==> src/rtl/seg_pkg.sv <==
// Shared definitions for the seg_scan display stage.
//   NUM_DIGITS           : number of scanned digits (fixed at 6)
//   bcd_t / seg_t        : 4-bit BCD digit and 7-bit segment vector types
//   SEG_0..SEG_9         : segment patterns, bit order {g,f,e,d,c,b,a}, active-high
//   SEG_DASH / SEG_BLANK : invalid-code marker (g only) and all-off pattern
package seg_pkg;

  localparam int NUM_DIGITS = 6;

  typedef logic [3:0] bcd_t;
  typedef logic [6:0] seg_t;

  localparam seg_t SEG_0     = 7'b0111111;
  localparam seg_t SEG_1     = 7'b0000110;
  localparam seg_t SEG_2     = 7'b1011011;
  localparam seg_t SEG_3     = 7'b1001111;
  localparam seg_t SEG_4     = 7'b1100110;
  localparam seg_t SEG_5     = 7'b1101101;
  localparam seg_t SEG_6     = 7'b1111101;
  localparam seg_t SEG_7     = 7'b0000111;
  localparam seg_t SEG_8     = 7'b1111111;
  localparam seg_t SEG_9     = 7'b1101111;
  localparam seg_t SEG_DASH  = 7'b1000000;
  localparam seg_t SEG_BLANK = 7'b0000000;

endpackage

==> src/rtl/seg_scan_if.sv <==
// Digit/segment bundle between the countdown timer, seg_scan and the display.
//   x5..x0   : BCD digits, x5 = hours tens ... x0 = seconds ones
//   blank_lz : 1 = blank the hours-tens digit when it is zero
//   seg      : segments {g,f,e,d,c,b,a}, active-high
//   dp       : separator / decimal point, active-high
//   dig_en   : one-hot digit enable, bit k drives digit k
// Modports: master = timer/bench side (drives digits), slave = seg_scan.
interface seg_scan_if;
  import seg_pkg::*;

  bcd_t                  x5, x4, x3, x2, x1, x0;
  logic                  blank_lz;
  seg_t                  seg;
  logic                  dp;
  logic [NUM_DIGITS-1:0] dig_en;

  modport master (
    output x5, x4, x3, x2, x1, x0, blank_lz,
    input  seg, dp, dig_en
  );

  modport slave (
    input  x5, x4, x3, x2, x1, x0, blank_lz,
    output seg, dp, dig_en
  );

endinterface

==> src/rtl/bcd7seg.sv <==
// Combinational BCD to 7-segment decoder.
//   bcd_i : 4-bit BCD code
//   seg_o : segments {g,f,e,d,c,b,a}, active-high; codes 10-15 show a dash
module bcd7seg
  import seg_pkg::*;
(
  input  bcd_t bcd_i,
  output seg_t seg_o
);

  // NOTE: every path through an always_comb must assign each output (here via
  // the default arm), otherwise synthesis infers a latch to hold the old value.
  always_comb begin
    case (bcd_i)
      4'd0:    seg_o = SEG_0;
      4'd1:    seg_o = SEG_1;
      4'd2:    seg_o = SEG_2;
      4'd3:    seg_o = SEG_3;
      4'd4:    seg_o = SEG_4;
      4'd5:    seg_o = SEG_5;
      4'd6:    seg_o = SEG_6;
      4'd7:    seg_o = SEG_7;
      4'd8:    seg_o = SEG_8;
      4'd9:    seg_o = SEG_9;
      default: seg_o = SEG_DASH;
    endcase
  end

endmodule

==> src/rtl/seg_scan.sv <==
// Time-multiplexed 6-digit 7-segment scanner for the HH:MM:SS countdown timer.
//   clk : system clock, all registers update on its rising edge
//   set : synchronous active-high reset
//   bus : seg_scan_if.slave (digits and blank_lz in; seg, dp, dig_en out)
// Parameter CLK_DIV (>= 1): clk cycles each digit stays selected.
// Scan order is digit 5 (hours tens) down to digit 0; the digits are captured
// into a snapshot at the end of each frame so a frame never mixes two times.
// Macro SEG_SCAN_COLON_BLINK_EN: when defined, the separators (digits 4 and 2)
// light only while the snapshot seconds-ones digit is even; when undefined
// they are lit steadily.
module seg_scan
  import seg_pkg::*;
#(
  parameter int CLK_DIV = 4
) (
  input  logic        clk,
  input  logic        set,
  seg_scan_if.slave   bus
);

  localparam int              DIV_W     = (CLK_DIV > 1) ? $clog2(CLK_DIV) : 1;
  localparam logic [DIV_W-1:0] DIV_MAX  = DIV_W'(CLK_DIV - 1);
  localparam logic [2:0]      IDX_FIRST = 3'(NUM_DIGITS - 1);

  logic [DIV_W-1:0]      div_q, div_d;
  logic [2:0]            idx_q, idx_d;
  bcd_t                  snap_q [NUM_DIGITS];
  bcd_t                  snap_d [NUM_DIGITS];
  bcd_t                  x_in   [NUM_DIGITS];
  seg_t                  seg_q, seg_d;
  logic                  dp_q, dp_d;
  logic [NUM_DIGITS-1:0] dig_en_q, dig_en_d;

  logic div_last;
  logic frame_end;
  logic lz_blank;
  logic is_sep;
  bcd_t cur_digit;
  seg_t cur_seg;

  always_comb begin
    x_in[0] = bus.x0;
    x_in[1] = bus.x1;
    x_in[2] = bus.x2;
    x_in[3] = bus.x3;
    x_in[4] = bus.x4;
    x_in[5] = bus.x5;
  end

  assign div_last  = (div_q == DIV_MAX);
  // Last cycle of digit 0 closes the frame; the next frame starts from fresh digits.
  assign frame_end = div_last && (idx_q == 3'd0);

  assign cur_digit = snap_q[idx_q];

  bcd7seg u_dec (
    .bcd_i (cur_digit),
    .seg_o (cur_seg)
  );

  // blank_lz is applied live, but the zero test uses the snapshot so the
  // blanking decision matches the digit actually being shown.
  assign lz_blank = bus.blank_lz && (idx_q == IDX_FIRST) &&
                    (snap_q[NUM_DIGITS-1] == 4'd0);
  // Separators follow HH (digit 4) and MM (digit 2).
  assign is_sep   = (idx_q == 3'd4) || (idx_q == 3'd2);

  always_comb begin
    div_d  = div_last ? '0 : div_q + 1'b1;
    idx_d  = idx_q;
    snap_d = snap_q;
    if (div_last) begin
      idx_d = (idx_q == 3'd0) ? IDX_FIRST : idx_q - 3'd1;
    end
    if (frame_end) begin
      snap_d = x_in;
    end
  end

  // Outputs are decoded from the current index, so they trail idx by one cycle.
  always_comb begin
    dig_en_d = NUM_DIGITS'(1) << idx_q;
    seg_d    = lz_blank ? SEG_BLANK : cur_seg;
    // dp stays 0 in a blanked slot automatically: blanking only happens on
    // digit 5, which is never a separator position.
`ifdef SEG_SCAN_COLON_BLINK_EN
    dp_d     = is_sep && !snap_q[0][0];
`else
    dp_d     = is_sep;
`endif
  end

  // NOTE: sequential state uses non-blocking assignments so every flop samples
  // the pre-edge values, independent of statement order.
  always_ff @(posedge clk) begin
    if (set) begin
      div_q    <= '0;
      idx_q    <= IDX_FIRST;
      snap_q   <= x_in;
      seg_q    <= SEG_BLANK;
      dp_q     <= 1'b0;
      dig_en_q <= '0;
    end else begin
      div_q    <= div_d;
      idx_q    <= idx_d;
      snap_q   <= snap_d;
      seg_q    <= seg_d;
      dp_q     <= dp_d;
      dig_en_q <= dig_en_d;
    end
  end

  assign bus.seg    = seg_q;
  assign bus.dp     = dp_q;
  assign bus.dig_en = dig_en_q;

endmodule

==> src/flat_wrapper.sv <==
// flat-port wrapper written by rule: the top's interface ports become plain ports
module seg_scan_flat import seg_pkg::*;
#(
  parameter int CLK_DIV = 4
)
  (clk, set, bus_x5, bus_x4, bus_x3, bus_x2, bus_x1, bus_x0, bus_blank_lz, bus_seg, bus_dp, bus_dig_en);
  seg_scan_if bus_i ();
  input  logic clk;
  input  logic set;
  input wire logic [$bits(bus_i.x5)-1:0] bus_x5;
  input wire logic [$bits(bus_i.x4)-1:0] bus_x4;
  input wire logic [$bits(bus_i.x3)-1:0] bus_x3;
  input wire logic [$bits(bus_i.x2)-1:0] bus_x2;
  input wire logic [$bits(bus_i.x1)-1:0] bus_x1;
  input wire logic [$bits(bus_i.x0)-1:0] bus_x0;
  input wire logic [$bits(bus_i.blank_lz)-1:0] bus_blank_lz;
  output wire logic [$bits(bus_i.seg)-1:0] bus_seg;
  output wire logic [$bits(bus_i.dp)-1:0] bus_dp;
  output wire logic [$bits(bus_i.dig_en)-1:0] bus_dig_en;
  assign bus_i.x5 = bus_x5;
  assign bus_i.x4 = bus_x4;
  assign bus_i.x3 = bus_x3;
  assign bus_i.x2 = bus_x2;
  assign bus_i.x1 = bus_x1;
  assign bus_i.x0 = bus_x0;
  assign bus_i.blank_lz = bus_blank_lz;
  assign bus_seg = bus_i.seg;
  assign bus_dp = bus_i.dp;
  assign bus_dig_en = bus_i.dig_en;
  seg_scan #(.CLK_DIV(CLK_DIV)) u_core (.clk(clk), .set(set), .bus(bus_i));
endmodule
==> config.mk <==
export PLATFORM = sky130hd
export DESIGN_NAME = seg_scan_flat
export DESIGN_NICKNAME = d
export VERILOG_FILES = /design/src/rtl/seg_pkg.sv /design/src/rtl/seg_scan_if.sv /design/src/rtl/bcd7seg.sv /design/src/rtl/seg_scan.sv /design/src/flat_wrapper.sv
export SDC_FILE = /design/constraint.sdc
export NUM_CORES = 1
export LEC_CHECK = 0
export ABC_AREA = 1
export CORE_UTILIZATION = 49
export DETAILED_ROUTE_END_ITERATION = 8
export GPL_ROUTABILITY_DRIVEN = 0
export PLACE_DENSITY = 0.84
export SLEW_MARGIN = 15
export SYNTH_ARGS = -nofsm -noshare
export SYNTH_HDL_FRONTEND = slang
export SYNTH_SLANG_ARGS = --single-unit
==> constraint.sdc <==
create_clock -name clk -period 2.55 [get_ports clk]
set_clock_uncertainty 0.1 [all_clocks]
set_input_delay 0.6375 -clock clk [delete_from_list [all_inputs] [get_ports clk]]
set_output_delay 0.6375 -clock clk [all_outputs]
set_load 0.02 [all_outputs]
==> impl_results.md, run 1 <==
- Core Rows: 21
- Area leader, netlist: edfxtp_1
- CP peak stage delay: 0.61 ns
- CTS tree: done
- DRC Markers: 0
- Initial antenna violation count: 0
- Vias in the first global route: 1246
- First-pass GRT wire length: 5070 um
- Initial drt markers: 64
- GR met3 Demand/Resource: 0.0460
- Final worst path period need: 2.30 ns
- Hold Path Class: reg -> reg
- CTS Buf Count: 5
- Antenna Diode Count: 0
- Dominant cell by count in the synthesized netlist: nand2_1
- RSZ-0062 raised after global routing: no
- Maxcap violations: 0
- Reg clk slew, reported paths: 0.12 ns
- Area grow syn2layout: 29.2%
- Max stage delay cell, worst path: dfxtp_1
- 1st-pass router iterations: 4
- CTS Buffer Depth: 2
- Reg2Reg Setup Slack: 0.25 ns
- DP Area: 2220 um2
- WP depth: 11
- Syn Inst Count: 186
- Setup Fix Bufs, Post-CTS: 0
- Post-synth top flop: edfxtp_1
- Clk Latency, worst-skew pair: 0.35 ns
- Peak VDD IR: 0.372 mV
- Top post-synthesis cells by area: edfxtp_1 40%, dfxtp_1 21%, nand2_1 14%
- Share of the yosys chip area belonging to registers: 0.618
- CP Data Arrival Time: 2.49 ns
- Setup crit start kind: register
- Largest net degree at the start of global routing: 25
- Met1 usage: 0.202
- Critical path data required time: 2.74 ns
- IO buf count: 40
- Vias/cell: 4.67
- DIE HEIGHT: 62.3 um
- Total congestion overflow: 0
- Util after Layout: 0.674
- Vias: 1299
- Setup Crit Path Kind: reg -> reg
- Final Hold Viols: 0
- Avg Inst Size Synth: 9.59 um2
- CP Capture Point: u_core.bus.seg[3]
- Largest family of logic cells by synthesized area: simple AND/OR/NAND/NOR gates
- Seq cells post-synth: 43
- Power per cell area: 663 nW/um2
- # IOs: 41
- Number of distinct library cells after synthesis: 22
- Die area: 3880 um2
- Antenna viol nets, final: 0
- Synth cell count leaders: 67 x nand2_1, 24 x edfxtp_1, 23 x nor2_1
- Crit path capture type: register
- Largest delay share family, worst path: simple AND/OR/NAND/NOR gates
- Final net count: 266
- Clock root buffer master: clkbuf_4
- Critical Path Source: u_core.idx_q[0]
- Post-Syn Area: 1780 um2
- GRT busiest layer: met2
- RR Endpoint: u_core.bus.seg[3]
- Adder-cell area share of the yosys netlist: 0.0561
- Mux contribution to synthesized area: 0
- Worst path cell trace: nor2_1, nand2_2, inv_2, nand2_1, nand2_1, a21oi_1, inv_1, ha_1, nor2_1, nor2_1, nor2_1
- Initial Utilization: 0.522
- Final Max Slew Viols: 0
- M2 GR Usage: 0.276
- Area share of the largest cell type after synthesis: 0.404
- Dpl ws: 0.317 ns
- Tot GR Track Use: 0.170
- Post-synth EDFFs: 24
- Sink Count: 43
- Cell mode on critical path: nor2_1
- Worst-path fanout max: 14
- Filler instances: 288
- Slew headroom: 0.683
- Yosys warns: 0
- Outcome: finished clean
- Final worst slack: 0.254 ns
- PostCTS Resize Cnt: 0
- Worst Max-Slew Pin Slew: 0.476 ns
- R2R cell count: 11
- CTS Hold Bufs: 0
- Syn_nets: 221
- TNS Setup: 0 ns
- Fin crit share: 0.900
- Ys async rst share: 0
- Post-DP HPWL: 2170 um
- Final wirelength: 2850 um
- Synth Area in Simple Gates: 0.223
- Chip width: 62.3 um
- Buf/Inv on CP: 2
- DR WL/cell: 10.2 um
- F_max: 0.436 GHz
- Xor-xnor portion of the synthesized cell area: 0
- Core area: 3420 um2
- Synth Area in Compound Gates: 0.0505
- H-tree levels: 2
- Share of layout cells above drive strength 1: 0.0948
- Setup-failing EPs final: 0
- Finished Cell Area: 2300 um2
- R2r startpoint: u_core.idx_q[0]
- LEAKAGE: 1.02 nW
==> worst min path at each step <==
stage / start / end / slack, ns / cells after the start
6_report: u_core.div_q[0] / u_core.div_q[0] / 0.34 / 1
5_1_grt: u_core.div_q[0] / u_core.div_q[0] / 0.37 / 1
4_1_cts: u_core.div_q[0] / u_core.div_q[0] / 0.35 / 1
3_5_place_dp: u_core.div_q[0] / u_core.div_q[0] / 0.33 / 1
3_3_place_gp: u_core.div_q[0] / u_core.div_q[0] / 0.31 / 1
2_1_floorplan: u_core.div_q[0] / u_core.div_q[0] / 0.30 / 1
==> cells in the final DEF (no fill, tap or decap), types with 3 or more instances in the layout <==
cell / Yosys / final
dfxtp_1: 19 / 19
nor2_1: 23 / 23
clkdlybuf4s50_1: 0 / 40
nand2_1: 67 / 67
nand2_2: 3 / 3
edfxtp_1: 24 / 24
inv_2: 6 / 6
nand3_1: 4 / 4
inv_1: 12 / 12
o21ai_0: 3 / 3
a21oi_1: 5 / 5
clkbuf_4: 0 / 5
ha_1: 8 / 8
==> cell families after synthesis <==
family / after synthesis
adder cells (fa/ha/maj): 8
flip-flops: 43
buffers and inverters: 21
AO/OA/AOI/OAI: 14
AND/OR/NAND/NOR: 100
==> power by group <==
group          switching (mW)  leakage (nW)  internal (mW)
Combinational           0.169         0.587          0.133
Sequential             0.0219         0.391          0.786
Clock                   0.211        0.0452          0.206
Total                   0.402          1.02           1.12
==> through the flow <==
stage / hold slack [ns] / power, mW / std cells
floorplan: 0.297 / 1.01 / 186
CTS: 0.351 / 1.54 / 278
finish: 0.337 / 1.53 / 278
global placement: 0.306 / 1.12 / 270
detailed placement: 0.332 / 1.13 / 270
global route: 0.368 / 1.62 / 278
==> sequential cells by signal, summed over array words and instances, names as in the netlist <==
signal / flops
u_core.snap_q: 24
u_core.div_q: 2
u_core.bus.seg: 7
u_core.bus.dig_en: 6
u_core.idx_q: 3
u_core.bus.dp: 1
==> metal layers <==
| metal | part of all wire | up-vias | wire (um) |
|---|---|---|---|
| met1 | 0.45 | 564 | 1290 |
| met4 | 0.031 | 0 | 87 |
| met5 | 0 | - | 0 |
| met2 | 0.46 | 42 | 1310 |
| li1 | - | 684 | - |
| met3 | 0.054 | 9 | 154 |
==> area by class of cell <==
| class | instances | area (um2) | share of cell area |
|---|---|---|---|
| Sequential cell | 43 | 1100 | 0.478 |
| Multi-Input combinational cell | 122 | 588 | 0.255 |
| Timing Repair Buffer | 41 | 408 | 0.177 |
| Inverter | 18 | 67.6 | 0.0293 |
| Tap cell | 46 | 57.6 | 0.0250 |
| Clock inverter | 3 | 43.8 | 0.0190 |
| Clock buffer | 5 | 37.5 | 0.0163 |
==> worst register-to-register path, delay by kind of cell, from the launching register on <==
kind / cells / cell delay (ns)
AO/OA/AOI/OAI: 1 / 0.39
AND/OR/NAND/NOR: 7 / 0.72
adder cells (fa/ha/maj): 1 / 0.23
flip-flops: 1 / 0.61
buffers and inverters: 2 / 0.20
(Power assumes the default switching activity.)
==> run 2: changes to the inputs <==
Settings changed: ABC_AREA 1 to unset, PLACE_DENSITY 0.84 to 0.79, SKIP_CTS_REPAIR_TIMING set to 1.
==> run 2 against run 1 <==
First-iteration DRC count did not move. Critical path type unchanged. Routed wire length fell by 2.1%. Synthesized area fell by 1.1%.
==> impl_results.md, run 2 <==
- Peak VDD IR: 0.314 mV (was 0.372 mV)
- Die area: 3840 um2 (was 3880 um2)
- TNS Setup: 0 ns (unchanged)
- Clock root buffer master: clkbuf_4 (unchanged)
- Switching power total: 310 uW (was 402 uW)
- Largest net degree at the start of global routing: 25 (unchanged)
- Antenna Diode Count: 0 (unchanged)
- CTS Buffer Depth: 2 (unchanged)
- Final net count: 218 (was 266)
- Multi-input logic area: 597 um2 (was 588 um2)
- Avg Inst Size Synth: 13.0 um2 (was 9.59 um2)
- 1st-pass router iterations: 4 (unchanged)
- Initial Utilization: 0.520 (was 0.522)
- Number of distinct library cells after synthesis: 32 (was 22)
- Internal power: 990 uW (was 1.12 mW)
- # IOs: 41 (unchanged)
- Sink Count: 43 (unchanged)
- Area leader, netlist: edfxtp_1 (unchanged)
- Chip width: 62.0 um (was 62.3 um)
- Top reg by flops: u_core.snap_q (unchanged)
- IO buf count: 40 (unchanged)
- Slew headroom: 0.574 (was 0.683)
- Worst path cell trace: mux4_2, a22oi_2, buf_4, mux2i_1, nand2_1, a21oi_1 (was nor2_1, nand2_2, inv_2, nand2_1, nand2_1, a21oi_1, inv_1, ha_1, nor2_1, nor2_1, nor2_1)
- Total congestion overflow: 0 (unchanged)
- Seq cells post-synth: 43 (unchanged)
- Fin crit share: 0.903 (was 0.900)
- Hold Path Origin: u_core.div_q[0] (unchanged)
- Filler instances: 263 (was 288)
- Largest register FFs: 24 (unchanged)
- Share of layout cells above drive strength 1: 0.109 (was 0.0948)
- Final Max Slew Viols: 0 (unchanged)
- Dominant cell by count in the synthesized netlist: edfxtp_1 (was nand2_1)
- Reg clk slew, reported paths: 0.12 ns (about the same)
- Worst hold slack: 0.343 ns (was 0.337 ns)
- Final Hold Viols: 0 (unchanged)
- Syn Inst Count: 136 (was 186)
- Setup Crit Path Kind: reg -> reg (unchanged)
- Crit path capture type: register (unchanged)
- Clock power frac: 0.238 (was 0.273)
- Setup crit start kind: register (unchanged)
- Antenna viol nets, final: 0 (unchanged)
- CP Data Arrival Time: 2.49 ns (about the same)
- Syn_nets: 171 (was 221)
- Dpl ws: 0.296 ns (was 0.317 ns)
- Final worst path period need: 2.30 ns (about the same)
- Reg2Reg Setup Slack: 0.25 ns (about the same)
- Ys async rst share: 0 (unchanged)
- Critical Path Source: u_core.idx_q[1] (was u_core.idx_q[0])
- Area grow syn2layout: 29.0% (was 29.2%)
- Worst Max-Slew Pin Slew: 0.638 ns (was 0.476 ns)
- Sw Ratio: 0.238 (was 0.263)
- Area share of the largest cell type after synthesis: 0.409 (was 0.404)
- Initial drt markers: 64 (unchanged)
- Share of the yosys chip area belonging to registers: 0.625 (was 0.618)
- Tot GR Track Use: 0.161 (was 0.170)
- Final worst slack: 0.248 ns (was 0.254 ns)
- RSZ-0062 raised after global routing: no (unchanged)
- Post-Syn Area: 1760 um2 (was 1780 um2)
- Worst-path fanout max: 16 (was 14)
- Core Rows: 21 (unchanged)
- Util after Layout: 0.671 (was 0.674)
- Initial antenna violation count: 0 (unchanged)
- Vias: 1160 (was 1299)
- Synth cell count leaders: 24 x edfxtp_1, 19 x dfxtp_1, 13 x mux2i_1, 13 x nand2_1 (was 67 x nand2_1, 24 x edfxtp_1, 23 x nor2_1)
- Power per cell area: 572 nW/um2 (was 663 nW/um2)
- Post-synth top flop: edfxtp_1 (unchanged)
- Critical path data required time: 2.74 ns (about the same)
- Core area: 3390 um2 (was 3420 um2)
- Post-synth EDFFs: 24 (unchanged)
- Post-DP HPWL: 2070 um (was 2170 um)
- Vias/cell: 5.04 (was 4.67)
- Comb power frac: 0.156 (was 0.198)
- Yosys warns: 0 (unchanged)
- DRC Markers: 0 (unchanged)
- F_max: 0.434 GHz (was 0.436 GHz)
- Top post-synthesis cells by area: edfxtp_1 41%, dfxtp_1 22%, mux2i_1 7.4% (was edfxtp_1 40%, dfxtp_1 21%, nand2_1 14%)
- Max stage delay cell, worst path: dfxtp_1 (unchanged)
- DIE HEIGHT: 62.0 um (was 62.3 um)
- Outcome: finished clean (unchanged)
- First-pass GRT wire length: 4400 um (was 5070 um)
- CTS tree: done (unchanged)
- CP peak stage delay: 0.75 ns (was 0.61 ns)
- H-tree levels: 2 (unchanged)
- Seq pwr share: 0.605 (was 0.529)
- R2r startpoint: u_core.idx_q[1] (was u_core.idx_q[0])
- LEAKAGE: 0.902 nW (was 1.02 nW)
- Register area: 1100 um2 (unchanged)
- Maxcap violations: 0 (unchanged)
- DR WL/cell: 12.1 um (was 10.2 um)
- Clk Latency, worst-skew pair: 0.35 ns (about the same)
- Vias in the first global route: 1091 (was 1246)
- Most common cell after layout, fill and taps aside: clkdlybuf4s50_1 (was nand2_1)
- Hold Path Class: reg -> reg (unchanged)
- Commonest non-fill, non-tap cells in the layout: 40 x clkdlybuf4s50_1, 24 x edfxtp_1, 19 x dfxtp_1 (was 67 x nand2_1, 40 x clkdlybuf4s50_1, 24 x edfxtp_1)
- Setup-failing EPs final: 0 (unchanged)
- CTS Buf Count: 5 (unchanged)
- Final wirelength: 2790 um (was 2850 um)
-- run 2: cell types whose count changed after synthesis, moves of 3 or more --
cell,before,now
nor2_1,23,8
nand3_1,4,0
nor3_1,1,5
inv_2,6,0
nand2_1,67,13
nor2b_1,0,3
nand2b_1,0,3
inv_1,12,6
mux2i_1,0,13
nand2_2,3,0
-- run 2: logic make-up (layout without fill, tap and decap cells) --
family                   count (synthesis)  in the layout  synth area share
buffers and inverters                   12             60            0.0369
AO/OA/AOI/OAI                           15             15            0.0539
AND/OR/NAND/NOR                         42             42             0.128
adder cells (fa/ha/maj)                  8              8            0.0568
flip-flops                              43             43             0.625
multiplexers                            16             16            0.0994
-- run 2: critical path, delay by kind of cell (launching register included) --
family                 cells  cell delay [ns]
AOI/OAI and AO/OA          2             0.48
buffers and inverters      1             0.23
DFF                        1             0.75
and+or+nand+nor            1             0.07
muxes                      2             0.61
-- run 2: power groups by stage --
stage | combinational (mW) | clock [mW] | sequential [mW]
2_1_floorplan | 0.0956 | 0 | 0.818
3_3_place_gp | 0.198 | 0 | 0.803
3_5_place_dp | 0.204 | 0 | 0.804
4_1_cts | 0.204 | 0.323 | 0.788
5_1_grt | 0.224 | 0.350 | 0.792
6_report | 0.203 | 0.310 | 0.787
-- run 2: path summary, 6_finish.rpt --
kind / end / cells after the start
setup / recovery: u_core.bus.seg[0] / 6
setup reg to reg: u_core.bus.seg[0] / 6
hold reg to reg: u_core.div_q[0] / 1
hold / removal: u_core.div_q[0] / 1
-- run 2: area by class of cell --
cell class / count / share of cell area
Timing Repair Buffer: 46 / 0.196
Multi-Input combinational cell: 81 / 0.263
Clock inverter: 1 / 0.00220
Clock buffer: 7 / 0.0198
Tap cell: 46 / 0.0253
Inverter: 6 / 0.00991
Sequential cell: 43 / 0.484
-- run 2: metal layers --
layer / vias up / GRT usage / part of all wire / wire (um)
li1: 584 / - / - / -
met1: 536 / 0.168 / 0.42 / 1180
met2: 35 / 0.289 / 0.52 / 1440
met3: 5 / 0.0580 / 0.042 / 118
met4: 0 / 0.0698 / 0.017 / 47
met5: - / 0 / 0 / 0
-- run 2: per-stage QoR --
step	cells	power (mW)	area (um2)
floorplan	136	0.914	1760
global placement	222	1.00	2220
detailed placement	222	1.01	2220
CTS	230	1.32	2270
global route	230	1.37	2270
finish	230	1.30	2270
